### config.mk
export PLATFORM = sky130hd
export DESIGN_NAME = sseg_scan_ctrl
export DESIGN_NICKNAME = d
export VERILOG_FILES = /design/src/rtl/sseg_scan_ctrl.sv
export SDC_FILE = /design/constraint.sdc
export NUM_CORES = 1
export LEC_CHECK = 0
export BUFFER_PORTS_ARGS = -buffer_cell sky130_fd_sc_hd__buf_2
export CORE_ASPECT_RATIO = 0.9
export CORE_MARGIN = 1.5
export CORE_UTILIZATION = 52
export DETAILED_ROUTE_END_ITERATION = 7
export GPL_TIMING_DRIVEN = 0
export PLACE_DENSITY = 0.86
export REMOVE_ABC_BUFFERS = 1
export SLEW_MARGIN = 20
export SYNTH_ARGS = -nofsm -noshare
export SYNTH_HDL_FRONTEND = slang
export SYNTH_SLANG_ARGS = --single-unit
### constraint.sdc
create_clock -name clk -period 2.1 [get_ports clk]
set_input_delay 0.315 -clock clk [delete_from_list [all_inputs] [get_ports clk]]
set_output_delay 0.315 -clock clk [all_outputs]
set_load 0.01 [all_outputs]
### src/rtl/sseg_scan_ctrl.sv
`default_nettype none
// ============================================================================
//  Module      : sseg_scan_ctrl
//  Description : N-digit multiplexed common-anode seven-segment scanner with
//                DP/blank, leading-zero suppression, PWM dimming, dead time
//                and frame-synchronous double-buffered data.
//  Revision    : 1.0 - initial release
// ============================================================================
module sseg_scan_ctrl #(
    parameter int NUM_DIGITS  = 4,
    parameter int REFRESH_DIV = 250000,
    parameter int BRIGHT_W    = 4
) (
    input  logic                    clk,
    input  logic                    greset,
    input  logic [4*NUM_DIGITS-1:0] digits_in,
    input  logic [NUM_DIGITS-1:0]   dp_in,
    input  logic [NUM_DIGITS-1:0]   blank_in,
    input  logic                    lz_suppress,
    input  logic [BRIGHT_W-1:0]     brightness,
    input  logic                    load,
    output logic                    frame_start,
    output logic [7:0]              sseg_cathode,
    output logic [NUM_DIGITS-1:0]   sseg_anode
);

    localparam int c_PRESC_W = (REFRESH_DIV > 1) ? $clog2(REFRESH_DIV) : 1;
    localparam int c_IDX_W   = (NUM_DIGITS > 2) ? $clog2(NUM_DIGITS) : 1;
    localparam logic [c_PRESC_W-1:0] c_PRESC_LAST = c_PRESC_W'(REFRESH_DIV - 1);
    localparam logic [c_IDX_W-1:0]   c_IDX_LAST   = c_IDX_W'(NUM_DIGITS - 1);

    logic [c_PRESC_W-1:0]    r_presc;
    logic [c_IDX_W-1:0]      r_idx;
    logic [BRIGHT_W-1:0]     r_pwm;

    logic [4*NUM_DIGITS-1:0] r_act_digits;
    logic [NUM_DIGITS-1:0]   r_act_dp;
    logic [NUM_DIGITS-1:0]   r_act_blank;
    logic                    r_act_lz;
    logic [4*NUM_DIGITS-1:0] r_pend_digits;
    logic [NUM_DIGITS-1:0]   r_pend_dp;
    logic [NUM_DIGITS-1:0]   r_pend_blank;
    logic                    r_pend_lz;
    logic                    r_pend_valid;

    logic [7:0]              r_cathode;
    logic [NUM_DIGITS-1:0]   r_anode;
    logic                    r_frame_start;

    logic                    w_presc_tc;
    logic                    w_boundary;
    logic [3:0]              w_nibble;
    logic [6:0]              w_seg;
    logic [NUM_DIGITS-1:0]   w_upper_zero;
    logic [NUM_DIGITS-1:0]   w_suppress;
    logic                    w_dark;
    logic                    w_pwm_en;
    logic [NUM_DIGITS-1:0]   w_anode_nxt;
    logic [7:0]              w_cathode_nxt;
    logic                    w_frame_start_nxt;

    assign w_presc_tc = (r_presc == c_PRESC_LAST);
    assign w_boundary = w_presc_tc && (r_idx == '0);
    assign w_nibble   = r_act_digits[{r_idx, 2'b00} +: 4];

    // w_upper_zero[i]: this digit and every digit to its left hold zero
    genvar g;
    for (g = 0; g < NUM_DIGITS; g++) begin : g_lz
        assign w_upper_zero[g] = (r_act_digits[4*NUM_DIGITS-1:4*g] == '0);
    end
    assign w_suppress = {w_upper_zero[NUM_DIGITS-1:1] & {(NUM_DIGITS-1){r_act_lz}}, 1'b0};

    assign w_dark   = r_act_blank[r_idx] | w_suppress[r_idx];
    assign w_pwm_en = (brightness == '1) || (r_pwm < brightness);

    always_comb begin
        w_seg = 7'h7F;
        case (w_nibble)
            4'h0: w_seg = 7'h40;
            4'h1: w_seg = 7'h79;
            4'h2: w_seg = 7'h24;
            4'h3: w_seg = 7'h30;
            4'h4: w_seg = 7'h19;
            4'h5: w_seg = 7'h12;
            4'h6: w_seg = 7'h02;
            4'h7: w_seg = 7'h78;
            4'h8: w_seg = 7'h00;
            4'h9: w_seg = 7'h10;
            4'hA: w_seg = 7'h08;
            4'hB: w_seg = 7'h03;
            4'hC: w_seg = 7'h46;
            4'hD: w_seg = 7'h21;
            4'hE: w_seg = 7'h06;
            4'hF: w_seg = 7'h0E;
            default: w_seg = 7'h7F;
        endcase
    end

    // The anode stays off on the first cycle of every slot to avoid ghosting
    always_comb begin
        w_anode_nxt = '1;
        if (!w_dark && w_pwm_en && (r_presc != '0)) begin
            w_anode_nxt[r_idx] = 1'b0;
        end
        w_cathode_nxt     = w_dark ? 8'hFF : {~r_act_dp[r_idx], w_seg};
        w_frame_start_nxt = (r_idx == c_IDX_LAST) && (r_presc == '0);
    end

    always_ff @(posedge clk) begin
        if (greset) begin
            r_presc       <= '0;
            r_idx         <= c_IDX_LAST;
            r_pwm         <= '0;
            r_act_digits  <= '0;
            r_act_dp      <= '0;
            r_act_blank   <= '0;
            r_act_lz      <= 1'b0;
            r_pend_digits <= '0;
            r_pend_dp     <= '0;
            r_pend_blank  <= '0;
            r_pend_lz     <= 1'b0;
            r_pend_valid  <= 1'b0;
            r_anode       <= '1;
            r_cathode     <= 8'hFF;
            r_frame_start <= 1'b0;
        end else begin
            r_pwm <= r_pwm + 1'b1;
            if (w_presc_tc) begin
                r_presc <= '0;
                r_idx   <= (r_idx == '0) ? c_IDX_LAST : r_idx - 1'b1;
            end else begin
                r_presc <= r_presc + 1'b1;
            end

            // A load landing on the boundary bypasses the pending buffer
            if (w_boundary) begin
                if (load) begin
                    r_act_digits <= digits_in;
                    r_act_dp     <= dp_in;
                    r_act_blank  <= blank_in;
                    r_act_lz     <= lz_suppress;
                end else if (r_pend_valid) begin
                    r_act_digits <= r_pend_digits;
                    r_act_dp     <= r_pend_dp;
                    r_act_blank  <= r_pend_blank;
                    r_act_lz     <= r_pend_lz;
                end
                r_pend_valid <= 1'b0;
            end else if (load) begin
                r_pend_digits <= digits_in;
                r_pend_dp     <= dp_in;
                r_pend_blank  <= blank_in;
                r_pend_lz     <= lz_suppress;
                r_pend_valid  <= 1'b1;
            end

            r_anode       <= w_anode_nxt;
            r_cathode     <= w_cathode_nxt;
            r_frame_start <= w_frame_start_nxt;
        end
    end

    assign frame_start  = r_frame_start;
    assign sseg_cathode = r_cathode;
    assign sseg_anode   = r_anode;

endmodule
`default_nettype wire

Word-level counts from Yosys, hierarchy flattened
Memory sizes are Yosys's and may differ from the RTL's. A register that Yosys moved wholly into a read port is not among the register bits.
Index checks and enable logic that the tools add are counted.
{"block": "totals", "regBits": 88, "latchBits": 0, "mem_bits_rw": 0, "mem_bits_ro": 112, "input_bits": 32, "out_inout_bits": 13, "word_cells": 69, "memories": 1}
{"block": "op_classes", "addsub": 3, "n_mul": 0, "div": 0, "n_lt_le_gt_ge": 3, "n_eq_ne": 3, "n_shift": 1, "mux": 17, "n_bitwise": 6, "reduce_logical": 20}
{"name": "(name not given)", "depth": 16, "width": 7, "read_ports": 1, "rd_clocked_by_memory_dff": 1, "wr": 0, "line_no": "78", "text": "case (w_nibble)"}
{"cell": "two-way mux 16 bit", "n": 2}
{"cell": "adder 18 x 1 -> 18 bit (second input constant)", "n": 1}
{"cell": "== test 18 bit (second input constant)", "n": 1}
{"cell": "zero test 18 bit", "n": 1}
{"cell": "nonzero test 18 bit", "n": 1}
{"cell": "two-way mux 4 bit", "n": 4}
{"cell": "variable part select 16 x 5 -> 4 bit", "n": 1}
{"cell": "zero test 12 bit", "n": 1}
{"cell": "zero test 8 bit", "n": 1}
{"cell": "OR reduction 2 bit", "n": 4}
{"cell": "binary-select mux 1 bit (select 2 bit)", "n": 3}
{"cell": "two-way mux 1 bit", "n": 6}
{"cell": "logical AND 1 bit", "n": 5}
{"cell": "adder 4 x 1 -> 4 bit (second input constant)", "n": 1}
{"cell": "== test 4 bit (second input constant)", "n": 1}
{"cell": "zero test 4 bit", "n": 1}
{"cell": "< comparator 4 bit", "n": 1}
{"cell": "inverter 4 bit", "n": 1}
{"cell": "AND reduction 2 bit", "n": 2}
{"cell": "AND 3 bit", "n": 1}
{"cell": "< comparator 2 x 3 -> 1 bit (second input constant)", "n": 1}
{"cell": "inverter 1 bit", "n": 3}
{"cell": "demux 1 bit (select 2 bit)", "n": 1}
{"cell": "== test 2 bit (second input constant)", "n": 1}
{"cell": "other kinds (8)", "n": 8}

Longest topological paths before layout
Gate-level depths: netlist (run 1).
{"block": "logic_depth", "ltp_word": 10, "ltp_mapped": 8, "mapped_depth_nobuf": 6}

Worst setup path before layout (run 1)
OpenSTA, ideal clock, no wires.
{"block": "synth_path", "path_type": "reg-to-reg", "startpoint": "register r_idx[0]", "endpoint": "register r_cathode[6] (netlist: sseg_cathode[6])", "setup_time_ns": 0.122, "arrival_time_ns": 1.887, "setup_slack_ns": 0.091, "stages_incl_launch_ff": 7, "path_buffers": 1, "synth_period_minus_slack_ns": 2.009, "path_cell_list": "dfxtp_1 -> buf_4 -> mux4_2 -> ha_1 -> nand2_1 -> o21ai_0 -> a221o_1"}
{"block": "synth_via", "elab_chain_len": 4}
{"item": "from (decl)", "line_no": "33", "text": "logic [c_IDX_W-1:0] r_idx;"}
{"item": "from (signal assigned)", "line_no": "112", "text": "r_idx <= c_IDX_LAST;"}
{"item": "from (signal assigned)", "line_no": "130", "text": "r_idx <= (r_idx == '0) ? c_IDX_LAST : r_idx - 1'b1;"}
{"item": "binary-select mux 1 bit (select 2 bit)", "line_no": "73", "text": "assign w_dark = r_act_blank[r_idx] | w_suppress[r_idx];"}
{"item": "two-way mux 1 bit (not written as such)", "line_no": "73"}
{"item": "bitwise OR 1 bit", "line_no": "73"}
{"item": "OR reduction 2 bit (no line)"}
{"item": "to (decl)", "line_no": "46", "text": "logic [7:0] r_cathode;"}
Parallel ways exist; a longest one is shown, timed or not. The select of a mux whose other input is x is not followed.
A chain may end at the register's enable or synchronous reset.

Final worst setup path (run 1)
Ends and elaborated chain as after synthesis.

==> flow_metrics.tcl, run 1 <==
set metrics [dict create \
    port-buffer-count 44 \
    max_clock_freq_mhz 492 \
    worstPathArrival_ns 2.29 \
    crit_path_max_fanout 9 \
    outcome "completed" \
    final.setup_skew_ns 0.0112 \
    worstSetupEndpointType "flip-flop" \
    placedCellCount 532 \
    floorplan.core_area_sq_mm 0.00754 \
    critical_path_required_ns 2.36 \
    clock_tree.root_cell "sky130_fd_sc_hd__clkbuf_8" \
    multi_input_comb_area_sq_mm 0.00218 \
    max-slew-margin-rel 0.276 \
    avgRoutedWirePerCell_um 15.7 \
    final_nets 508 \
    routed_via_density 5.68 \
    synth.cells.most_frequent "88 x sky130_fd_sc_hd__dfxtp_1, 84 x sky130_fd_sc_hd__nor2_1, 57 x sky130_fd_sc_hd__mux2i_1" \
    timing.critical_path.slowest_cell_delay_ns 0.61 \
    number_of_routed_nets_with_antenna_violations 0 \
    std_cell_rows 30 \
    wl_um 8820 \
    pin_count_of_the_biggest_net_entering_global_routing 62 \
    syn_to_final_growth_pct 15.2 \
    floorplan.die.width_um 96.0 \
    worstHoldPathType "in2reg" \
    num_antenna_cells 0 \
    detailed_router_iteration_count_before_antenna_repair 4 \
    leakage_nw 1.96 \
    worst_setup_hold_path_clk_slew_ns 0.09 \
    max_ir_drop_vdd_mv 0.372 \
    synth.cell_area_sq_mm 0.00405 \
    timing_hold_violations_final 0 \
    grt.total_usage 0.223 \
    synth-async-reset-ratio 0 \
    ys_top_cells_by_area "sky130_fd_sc_hd__dfxtp_1 43%, sky130_fd_sc_hd__mux2i_1 14%, sky130_fd_sc_hd__nor2_1 7.8%, sky130_fd_sc_hd__ha_1 4.9%, sky130_fd_sc_hd__a211oi_1 4.4%" \
    synth_cells 414 \
    slew_at_the_pin_with_the_worst_max_slew_slack_ns 1.09 \
    synth_top_area_cell "sky130_fd_sc_hd__dfxtp_1" \
    syn_area_per_cell_sq_um 9.79 \
    timing.final.crit_share 0.968 \
    hpwl_um 5230 \
    grt_pass1_vias 3041 \
    powerDensity_mw_per_mm2 683 \
    layout_min_cycle_time_ns 2.03 \
    crit_path_max_delay_family "multiplexers" \
    yosysUniqueCellTypes 46 \
    drive_above_1_share 0.213 \
    die-area_sq_mm 0.00833 \
    synth_edf_count 0 \
    drtIter0Drc 213 \
    gp_congestion 0.881 \
    io-pin-count 45 \
    finalMaxSlewViolations 0 \
    grt_antenna_before_repair 0 \
    critPathLaunchType "flip-flop" \
    grt_first_pass_wirelength_um 14200 \
    seq_area_frac_synth 0.435 \
    p_clk_frac 0.369 \
    combPwrFrac 0.083 \
    ys_ff_latch 88 \
    synth_flop_cell "sky130_fd_sc_hd__dfxtp_1" \
    maxCapViolations 0 \
    post-layout-total-power_mw 3.19 \
    number_of_clock_buffers_inserted_by_tritoncts 9 \
    yosysWarningCount 0 \
    yosys.area.top_type_share 0.435 \
    n_fill_cell 564 \
    synth_most_common_cell "sky130_fd_sc_hd__dfxtp_1" \
    clock_sinks 88 \
    seq_power_share 0.548 \
    timing.critical_path.cells "mux4_2, ha_1, nand2_1, o21ai_0, a221o_1" \
    clock_tree_from_tritoncts "done" \
    cp.buffers_inverters 0 \
    netSwitchingPower_mw 0.761 \
    htreeDepth 3 \
    power.internal_mw 2.42 \
    setup_viol 0 \
    criticalPathCategory "reg2reg" \
    clock_insertion_delay_worst_skew_ns 0.37 \
    sequential_cell_area_sq_mm 0.00177 \
    globalRouteOverflowTotal 0 \
    power_switching_share 0.239 \
    initial_core_utilization 0.537 \
    finalNonFillerCells 561 \
    remaining_drc_errors 0 \
    grt_setup_unrepaired "false" \
    floorplan_die_height_um 86.7 \
    vias 3185 \
    cts.path.max_buffers 2 \
    timing.critical_path.slowest_stage_cell "sky130_fd_sc_hd__mux4_2" \
]
==> what timing repair did <==
item,CTS,global route
setup buffers,4,6
gates cloned,2,1
hold buffers,0,0
pin swaps,3,2
setup endpoints to repair,62,68
resized for setup,6,12
==> flip-flops by register name (all words and copies together) (netlist names) <==
name,cells
r_pend_digits,16
frame_start,1
r_presc,18
r_act_dp,4
r_pend_blank,4
sseg_cathode,8
r_pwm,4
r_act_digits,16
r_pend_dp,4
r_pend_valid,1
sseg_anode,4
r_pend_lz,1
r_act_lz,1
r_idx,2
r_act_blank,4
==> cell families after synthesis <==
group / synth area share
xor+xnor: 0.0432
fa+ha+maj: 0.0494
buf+inv: 0.0516
compound gates: 0.0964
mux: 0.169
flops: 0.435
simple gates: 0.156
==> placed cells by master (no fill, tap or decap), types with 2 or more instances in the layout <==
| cell type | instances |
|---|---|
| sky130_fd_sc_hd__a211o_1 | 2 |
| sky130_fd_sc_hd__a211oi_1 | 23 |
| sky130_fd_sc_hd__a211oi_2 | 4 |
| sky130_fd_sc_hd__a21o_1 | 2 |
| sky130_fd_sc_hd__a21oi_1 | 2 |
| sky130_fd_sc_hd__a221o_1 | 2 |
| sky130_fd_sc_hd__a31oi_1 | 3 |
| sky130_fd_sc_hd__and3_1 | 3 |
| sky130_fd_sc_hd__and4bb_4 | 2 |
| sky130_fd_sc_hd__buf_12 | 4 |
| sky130_fd_sc_hd__buf_2 | 44 |
| sky130_fd_sc_hd__buf_4 | 6 |
| sky130_fd_sc_hd__clkbuf_8 | 10 |
| sky130_fd_sc_hd__clkinv_2 | 2 |
| sky130_fd_sc_hd__dfxtp_1 | 84 |
| sky130_fd_sc_hd__dfxtp_2 | 3 |
| sky130_fd_sc_hd__ha_1 | 14 |
| sky130_fd_sc_hd__inv_1 | 13 |
| sky130_fd_sc_hd__mux2_2 | 2 |
| sky130_fd_sc_hd__mux2i_1 | 57 |
| sky130_fd_sc_hd__mux4_2 | 4 |
| sky130_fd_sc_hd__nand2_1 | 15 |
| sky130_fd_sc_hd__nand2b_1 | 2 |
| sky130_fd_sc_hd__nand3_1 | 12 |
| sky130_fd_sc_hd__nand3_2 | 2 |
| sky130_fd_sc_hd__nand3b_1 | 2 |
| sky130_fd_sc_hd__nand4_1 | 2 |
| sky130_fd_sc_hd__nor2_1 | 84 |
| sky130_fd_sc_hd__nor3_1 | 4 |
| sky130_fd_sc_hd__nor4_1 | 5 |
| sky130_fd_sc_hd__nor4_2 | 2 |
| sky130_fd_sc_hd__o21ai_0 | 6 |
| sky130_fd_sc_hd__o21ai_4 | 2 |
| sky130_fd_sc_hd__o21bai_1 | 2 |
| sky130_fd_sc_hd__xnor2_1 | 8 |
| sky130_fd_sc_hd__xor2_1 | 12 |
==> final timing paths <==
check	cells after the start	startpoint	endpoint	slack [ns]
max	5	r_idx[0]$_SDFFE_PP1N_	sseg_cathode[6]$_SDFF_PP1_	0.07
min reg2reg	1	r_pwm[0]$_SDFF_PP0_	r_pwm[0]$_SDFF_PP0_	0.48
min	3	digits_in[12]	r_pend_digits[12]$_SDFFE_PP0P_	0.19
max reg2reg	5	r_idx[0]$_SDFFE_PP1N_	sseg_cathode[6]$_SDFF_PP1_	0.07
==> power by group through the flow <==
stage | registers [mW] | logic [mW] | clock network [mW]
after floorplan | 1.78 | 0.134 | 0
after global placement | 1.78 | 0.234 | 0
after detailed placement | 1.78 | 0.240 | 0
after CTS | 1.74 | 0.262 | 1.19
after global routing | 1.75 | 0.295 | 1.26
final | 1.75 | 0.265 | 1.17
==> worst register-to-register path, delay by kind of cell (launching register included) <==
| family | cells | cell delay [ns] |
|---|---|---|
| AO/OA/AOI/OAI | 2 | 0.49 |
| multiplexers | 1 | 0.61 |
| AND/OR/NAND/NOR | 1 | 0.12 |
| flip-flops | 1 | 0.44 |
| adder cells (fa/ha/maj) | 1 | 0.27 |
==> through the flow <==
step           hold slack, ns  worst slack (ns)  instance area [sq um]  utilization  setup TNS, ns
5_1_grt                 0.186            0.0142                   4670        0.619              0
2_1_floorplan           0.380           -0.0673                   3890            -          -1.71
3_5_place_dp            0.463            -0.469                   4240        0.561         -23.09
6_report                0.187            0.0663                   4670        0.619              0
3_3_place_gp            0.441            -0.383                   4240        0.561         -20.37
4_1_cts                 0.187           0.00484                   4550        0.602              0
==> cell type report <==
type,count,area share
Timing Repair Buffer,54,0.0740
Inverter,14,0.0118
Multi-Input combinational cell,293,0.467
Tap cell,96,0.0257
Clock inverter,5,0.0121
Sequential cell,88,0.379
Clock buffer,11,0.0303
==> per-layer routing <==
layer	part of all wire	vias to the layer above	wire (um)	GRT usage
li1	-	1544	-	-
met1	0.45	1533	3940	0.272
met2	0.48	90	4250	0.362
met3	0.048	18	422	0.0632
met4	0.023	0	202	0.104
met5	0	-	0	0
(Power assumes the default switching activity.)
==> run 2, diff against run 1 <==
--- a/config.mk
+++ b/config.mk
@@ -8,10 +8,10 @@
 export BUFFER_PORTS_ARGS = -buffer_cell sky130_fd_sc_hd__buf_2
 export CORE_ASPECT_RATIO = 0.9
 export CORE_MARGIN = 1.5
-export CORE_UTILIZATION = 52
+export CORE_UTILIZATION = 39
 export DETAILED_ROUTE_END_ITERATION = 7
 export GPL_TIMING_DRIVEN = 0
-export PLACE_DENSITY = 0.86
+export PLACE_DENSITY = 0.7
 export REMOVE_ABC_BUFFERS = 1
 export SLEW_MARGIN = 20
 export SYNTH_ARGS = -nofsm -noshare
==> run 2 against run 1 <==
Net effect: final area grew 2.2%; total power increased by 17%; clock power rose by 46%; routed wire length fell by 1.3%; largest power group unchanged; final cell count grew 5.3%.
==> flow_metrics.tcl, run 2 (same netlist as run 1, synthesis figures left out) <==
set metrics [dict create \
    timing.critical_path.slowest_stage_cell "sky130_fd_sc_hd__dfxtp_1" \
    registers.top_by_ff_count "r_presc" \
    maxCapViolations 0 \
    grt_first_pass_wirelength_um 14300 \
    powerDensity_mw_per_mm2 779 \
    std_cell_rows 35 \
    die-area_sq_mm 0.0110 \
    timing_hold_violations_final 0 \
    p_clk_frac 0.460 \
    timing.critical_path.cells "mux4_2, ha_1, nand2_1, o21ai_0, a221o_1" \
    detailed_router_iteration_count_before_antenna_repair 4 \
    mostFrequentLayoutCells "87 x sky130_fd_sc_hd__dfxtp_1, 83 x sky130_fd_sc_hd__nor2_1, 57 x sky130_fd_sc_hd__mux2i_1" \
    critPathLaunchType "flip-flop" \
    grt.total_usage 0.160 \
    finalMaxSlewViolations 0 \
    largest_registers "r_presc: 18 flops, r_act_digits: 16 flops, r_pend_digits: 16 flops" \
    timing.critical_path.slowest_cell_delay_ns 0.62 \
    floorplan.core_area_sq_mm 0.0102 \
    clock_insertion_delay_worst_skew_ns 0.34 \
    initial_core_utilization 0.399 \
    gp_congestion 0.816 \
    floorplan_die_height_um 99.7 \
    max_ir_drop_vdd_mv 0.511 \
    globalRouteOverflowTotal 0 \
    syn_to_final_growth_pct 17.7 \
    drive_above_1_share 0.208 \
    power_switching_share 0.223 \
    combPwrFrac 0.071 \
    critical_path_required_ns 2.33 \
    pin_count_of_the_biggest_net_entering_global_routing 62 \
    final_nets 505 \
    hpwl_um 5470 \
    remaining_drc_errors 0 \
    grt_setup_unrepaired "false" \
    clock_sinks 88 \
    seq_power_share 0.469 \
    grt_pass1_vias 3069 \
    clock_tree.root_cell "sky130_fd_sc_hd__clkbuf_16" \
    final.setup_skew_ns 0.00800 \
    outcome "completed" \
    crit_path_max_delay_family "flip-flops" \
    layout_min_cycle_time_ns 1.99 \
    max-slew-margin-rel 0.424 \
    slew_at_the_pin_with_the_worst_max_slew_slack_ns 0.863 \
    port-buffer-count 44 \
    num_antenna_cells 0 \
    worstSetupEndpointType "flip-flop" \
    clock_tree_from_tritoncts "done" \
    setup_tns_ns 0 \
    max_clock_freq_mhz 502 \
    worstHoldPathType "in2reg" \
    floorplan.die.width_um 110 \
    cp.buffers_inverters 0 \
    vias 3102 \
    fin_util 0.469 \
    crit_path_max_fanout 9 \
    wl_um 8700 \
    worstPathArrival_ns 2.22 \
    flip_flop_count_of_the_largest_register_after_layout 18 \
    io-pin-count 45 \
    power.internal_mw 2.89 \
    htreeDepth 3 \
    routed_via_density 5.25 \
    drtIter0Drc 141 \
    worst_setup_hold_path_clk_slew_ns 0.07 \
    leakage_nw 1.96 \
    setup_viol 0 \
    timing.final.crit_share 0.949 \
    mostFrequentLayoutCell "sky130_fd_sc_hd__dfxtp_1" \
    number_of_clock_buffers_inserted_by_tritoncts 9 \
    netSwitchingPower_mw 0.827 \
    grt_antenna_before_repair 0 \
    number_of_routed_nets_with_antenna_violations 0 \
    avgRoutedWirePerCell_um 14.7 \
    criticalPathCategory "reg2reg" \
    cts.path.max_buffers 2 \
]
==> run 2: cell count changes in the layout (fill, tap and decap cells not counted), sizes merged <==
| cell | previous run | this run |
|---|---|---|
| inv | 14 | 15 |
| clkinv | 3 | 1 |
| bufinv | 1 | 2 |
| clkinvlp | 1 | 2 |
| clkbuf | 11 | 10 |
| buf | 54 | 51 |
==> run 2: per-layer routing <==
layer  GRT usage  part of all wire
met1       0.198              0.45
met4      0.0592             0.014
met2       0.271              0.48
met5           0                 0
met3      0.0414             0.058
==> run 2: timing repair <==
| action | 4_1_cts | 5_1_grt |
|---|---|---|
| resized for setup | 8 | 8 |
| buffers inserted | 5 | 2 |
| hold endpoints to repair | 0 | 0 |
| hold buffers | 0 | 0 |
| setup endpoints to repair | 62 | 64 |
| pin swaps | 2 | 1 |
| gates cloned | 1 | 2 |
==> run 2: worst min-delay path, cell delays in order <==
cell,delay [ns]
sky130_fd_sc_hd__buf_2,0.09
sky130_fd_sc_hd__mux2i_1,0.06
sky130_fd_sc_hd__nor2_1,0.07
==> run 2: power groups by stage <==
stage | clock, mW | sequential (mW) | combinational, mW
2_1_floorplan | 0 | 1.78 | 0.134
5_1_grt | 1.82 | 1.75 | 0.293
4_1_cts | 1.73 | 1.74 | 0.262
6_report | 1.71 | 1.74 | 0.263
3_3_place_gp | 0 | 1.78 | 0.237
3_5_place_dp | 0 | 1.78 | 0.245
==> run 2: metrics by stage <==
step                total power, mW  hold WS, ns  area, sq um  instances  setup WS [ns]
floorplan                      1.92        0.380         3890        392        -0.0673
global placement               2.02        0.442         4280        565         -0.391
detailed placement             2.03        0.460         4280        565         -0.484
CTS                            3.74        0.223         4690        587        0.00949
global route                   3.86        0.223         4770        591        0.00372
finish                         3.72        0.228         4770        591          0.108
==> run 2: area by class of cell <==
type,instances,area [sq um]
fillers,932,5390
multi-input cells,293,2180
flip-flops and latches,88,1770
repair buffers,51,288
clock buffers,10,229
well taps,129,161
clock inverters,6,92.6
inverters,14,55.1
==> run 2: final timing paths <==
check / startpoint / end / slack, ns / cells after the start
hold reg to reg: r_pwm[0]$_SDFF_PP0_ / r_pwm[0]$_SDFF_PP0_ / 0.47 / 1
setup reg to reg: r_idx[1]$_SDFFE_PP1N_ / sseg_cathode[6]$_SDFF_PP1_ / 0.11 / 5
hold / removal: blank_in[2] / r_pend_blank[2]$_SDFFE_PP0P_ / 0.23 / 3
setup / recovery: r_idx[1]$_SDFFE_PP1N_ / sseg_cathode[6]$_SDFF_PP1_ / 0.11 / 5
==> run 3, diff against run 2 <==
--- a/config.mk
+++ b/config.mk
@@ -12,7 +12,6 @@
 export DETAILED_ROUTE_END_ITERATION = 7
 export GPL_TIMING_DRIVEN = 0
 export PLACE_DENSITY = 0.7
-export REMOVE_ABC_BUFFERS = 1
 export SLEW_MARGIN = 20
 export SYNTH_ARGS = -nofsm -noshare
 export SYNTH_HDL_FRONTEND = slang
==> run 3 against run 2 <==
Net effect: worst hold slack better by 0.0038 ns; via count up 0.23%; final area up 0.71%; count of clock-buffer cells in the layout up 3; maximum frequency up 0.48%; sequential power about the same; highest routed layer unchanged; die area unchanged; utilization up 0.33 points; combinational power up 4%; critical path type unchanged; largest cell class unchanged; total power down 4.3%; largest power group unchanged; final cell count up 2.4%.
==> flow_metrics.tcl, run 3 (same netlist as run 1, synthesis figures left out) <==
set metrics [dict create \
    outcome "completed" \
    hold-worst-slack_ns 0.231 \
    timing_hold_violations_final 0 \
    floorplan.die.width_um 110 \
    timing.final.crit_share 0.944 \
    dpl_worst_slack_ns -0.117 \
    clock_insertion_delay_worst_skew_ns 0.34 \
    worstHoldPathType "in2reg" \
    netSwitchingPower_mw 0.808 \
    timing.critical_path.slowest_cell_delay_ns 0.56 \
    combPwrFrac 0.077 \
    cts.path.max_buffers 2 \
    worstPathArrival_ns 2.21 \
    floorplan.core_area_sq_mm 0.0102 \
    detailed_router_iteration_count_before_antenna_repair 4 \
    syn_to_final_growth_pct 18.5 \
    finalMaxSlewViolations 0 \
    criticalPathCategory "reg2reg" \
    largest_registers "r_presc: 18 flops, r_act_digits: 16 flops, r_pend_digits: 16 flops" \
    htreeDepth 3 \
    post_cts_hold_buffer_count 0 \
    io-pin-count 45 \
    critical_path_required_ns 2.32 \
    initial_core_utilization 0.399 \
    std_cell_rows 35 \
    clock_tree_from_tritoncts "done" \
    p_clk_frac 0.432 \
    timing.critical_path.slowest_stage_cell "sky130_fd_sc_hd__mux4_2" \
    placedCellCount 585 \
    final.setup_skew_ns 0.00774 \
    avgRoutedWirePerCell_um 14.4 \
    gp_congestion 0.825 \
    grt_first_pass_wirelength_um 14700 \
    power.internal_mw 2.75 \
    syn_nets 462 \
    cp.buffers_inverters 1 \
    number_of_clock_buffers_inserted_by_tritoncts 9 \
    seq_power_share 0.491 \
    detailed_place.area_sq_mm 0.00443 \
    powerDensity_mw_per_mm2 741 \
    registers.top_by_ff_count "r_presc" \
    clock_sinks 88 \
    setup_viol 0 \
    maxCapViolations 0 \
    pin_count_of_the_biggest_net_entering_global_routing 15 \
    grt_setup_unrepaired "false" \
    max-slew-margin-rel 0.480 \
    grt.total_usage 0.166 \
    floorplan_die_height_um 99.7 \
    mostFrequentLayoutCell "sky130_fd_sc_hd__dfxtp_1" \
    hpwl_um 6420 \
    crit_path_max_delay_family "multiplexers" \
    final_area_sq_mm 0.00480 \
    drtIter0Drc 115 \
    fin_util 0.473 \
    vias 3109 \
    grt_antenna_before_repair 0 \
    die-area_sq_mm 0.0110 \
    max_ir_drop_vdd_mv 0.421 \
    finalNonFillerCells 605 \
    slew_at_the_pin_with_the_worst_max_slew_slack_ns 0.775 \
    post-route-worst-setup-slack_ns 0.117 \
    num_antenna_cells 0 \
    power_switching_share 0.227 \
    leakage_nw 2.01 \
    layout_min_cycle_time_ns 1.98 \
    post-layout-total-power_mw 3.56 \
    timing.critical_path.cells "buf_12, mux4_2, ha_1, nand2_1, o21ai_0, a221o_1" \
    critPathLaunchType "flip-flop" \
    final_nets 519 \
    port-buffer-count 42 \
    crit_path_max_fanout 10 \
    worst_setup_hold_path_clk_slew_ns 0.06 \
    remaining_drc_errors 0 \
    clock_tree.root_cell "sky130_fd_sc_hd__clkbuf_16" \
    number_of_routed_nets_with_antenna_violations 0 \
    drive_above_1_share 0.208 \
    grt_pass1_vias 3083 \
    setup_tns_ns 0 \
    flip_flop_count_of_the_largest_register_after_layout 18 \
    globalRouteOverflowTotal 0 \
    routed_via_density 5.14 \
    n_fill_cell 980 \
    mostFrequentLayoutCells "85 x sky130_fd_sc_hd__dfxtp_1, 83 x sky130_fd_sc_hd__nor2_1, 57 x sky130_fd_sc_hd__mux2i_1" \
    wl_um 8720 \
    max_clock_freq_mhz 504 \
    worstSetupEndpointType "flip-flop" \
]
-- run 3: layout make-up --
type	instances	area (sq um)	share of cell area
inverter	14	52.6	0.0109
buffer	22	170	0.0354
multi-input combinational	290	2110	0.440
clock inverter	3	25.0	0.00521
tap	129	161	0.0336
timing repair buffer	46	240	0.0500
clock buffer	13	270	0.0563
sequential	88	1770	0.368
-- run 3: path summary, 6_finish.rpt --
path / start / endpoint / slack, ns / cells after the start
setup reg to reg: r_idx[0]$_SDFFE_PP1N_ / sseg_cathode[6]$_SDFF_PP1_ / 0.12 / 6
setup / recovery: r_idx[0]$_SDFFE_PP1N_ / sseg_cathode[6]$_SDFF_PP1_ / 0.12 / 6
hold reg to reg: r_pwm[0]$_SDFF_PP0_ / r_pwm[0]$_SDFF_PP0_ / 0.46 / 1
hold / removal: digits_in[2] / r_pend_digits[2]$_SDFFE_PP0P_ / 0.23 / 3
-- run 3: power by group through the flow --
stage               logic, mW  clock network (mW)  registers, mW
floorplan               0.171                   0           1.78
global placement        0.260                   0           1.78
detailed placement      0.267                   0           1.78
CTS                     0.272                1.57           1.75
global route            0.305                1.64           1.75
finish                  0.273                1.54           1.75
-- run 3: tightest hold or removal path: stages --
cell	delay (ns)
sky130_fd_sc_hd__buf_2	0.09
sky130_fd_sc_hd__mux2i_1	0.06
sky130_fd_sc_hd__nor2_1	0.07
-- run 3: timing repair --
item / 4_1_cts / 5_1_grt
endpoints found under the setup margin: 35 / 56
buffers inserted: 3 / 1
pin swaps: 1 / 1
gates resized for setup: 3 / 12
-- run 3: metal layers --
metal / wire length, um / vias to the layer above / global-route usage
met4: 93 / 0 / 0.0483
met5: 0 / - / 0
met2: 4030 / 62 / 0.272
li1: - / 1558 / -
met3: 417 / 10 / 0.0500
met1: 4180 / 1479 / 0.214
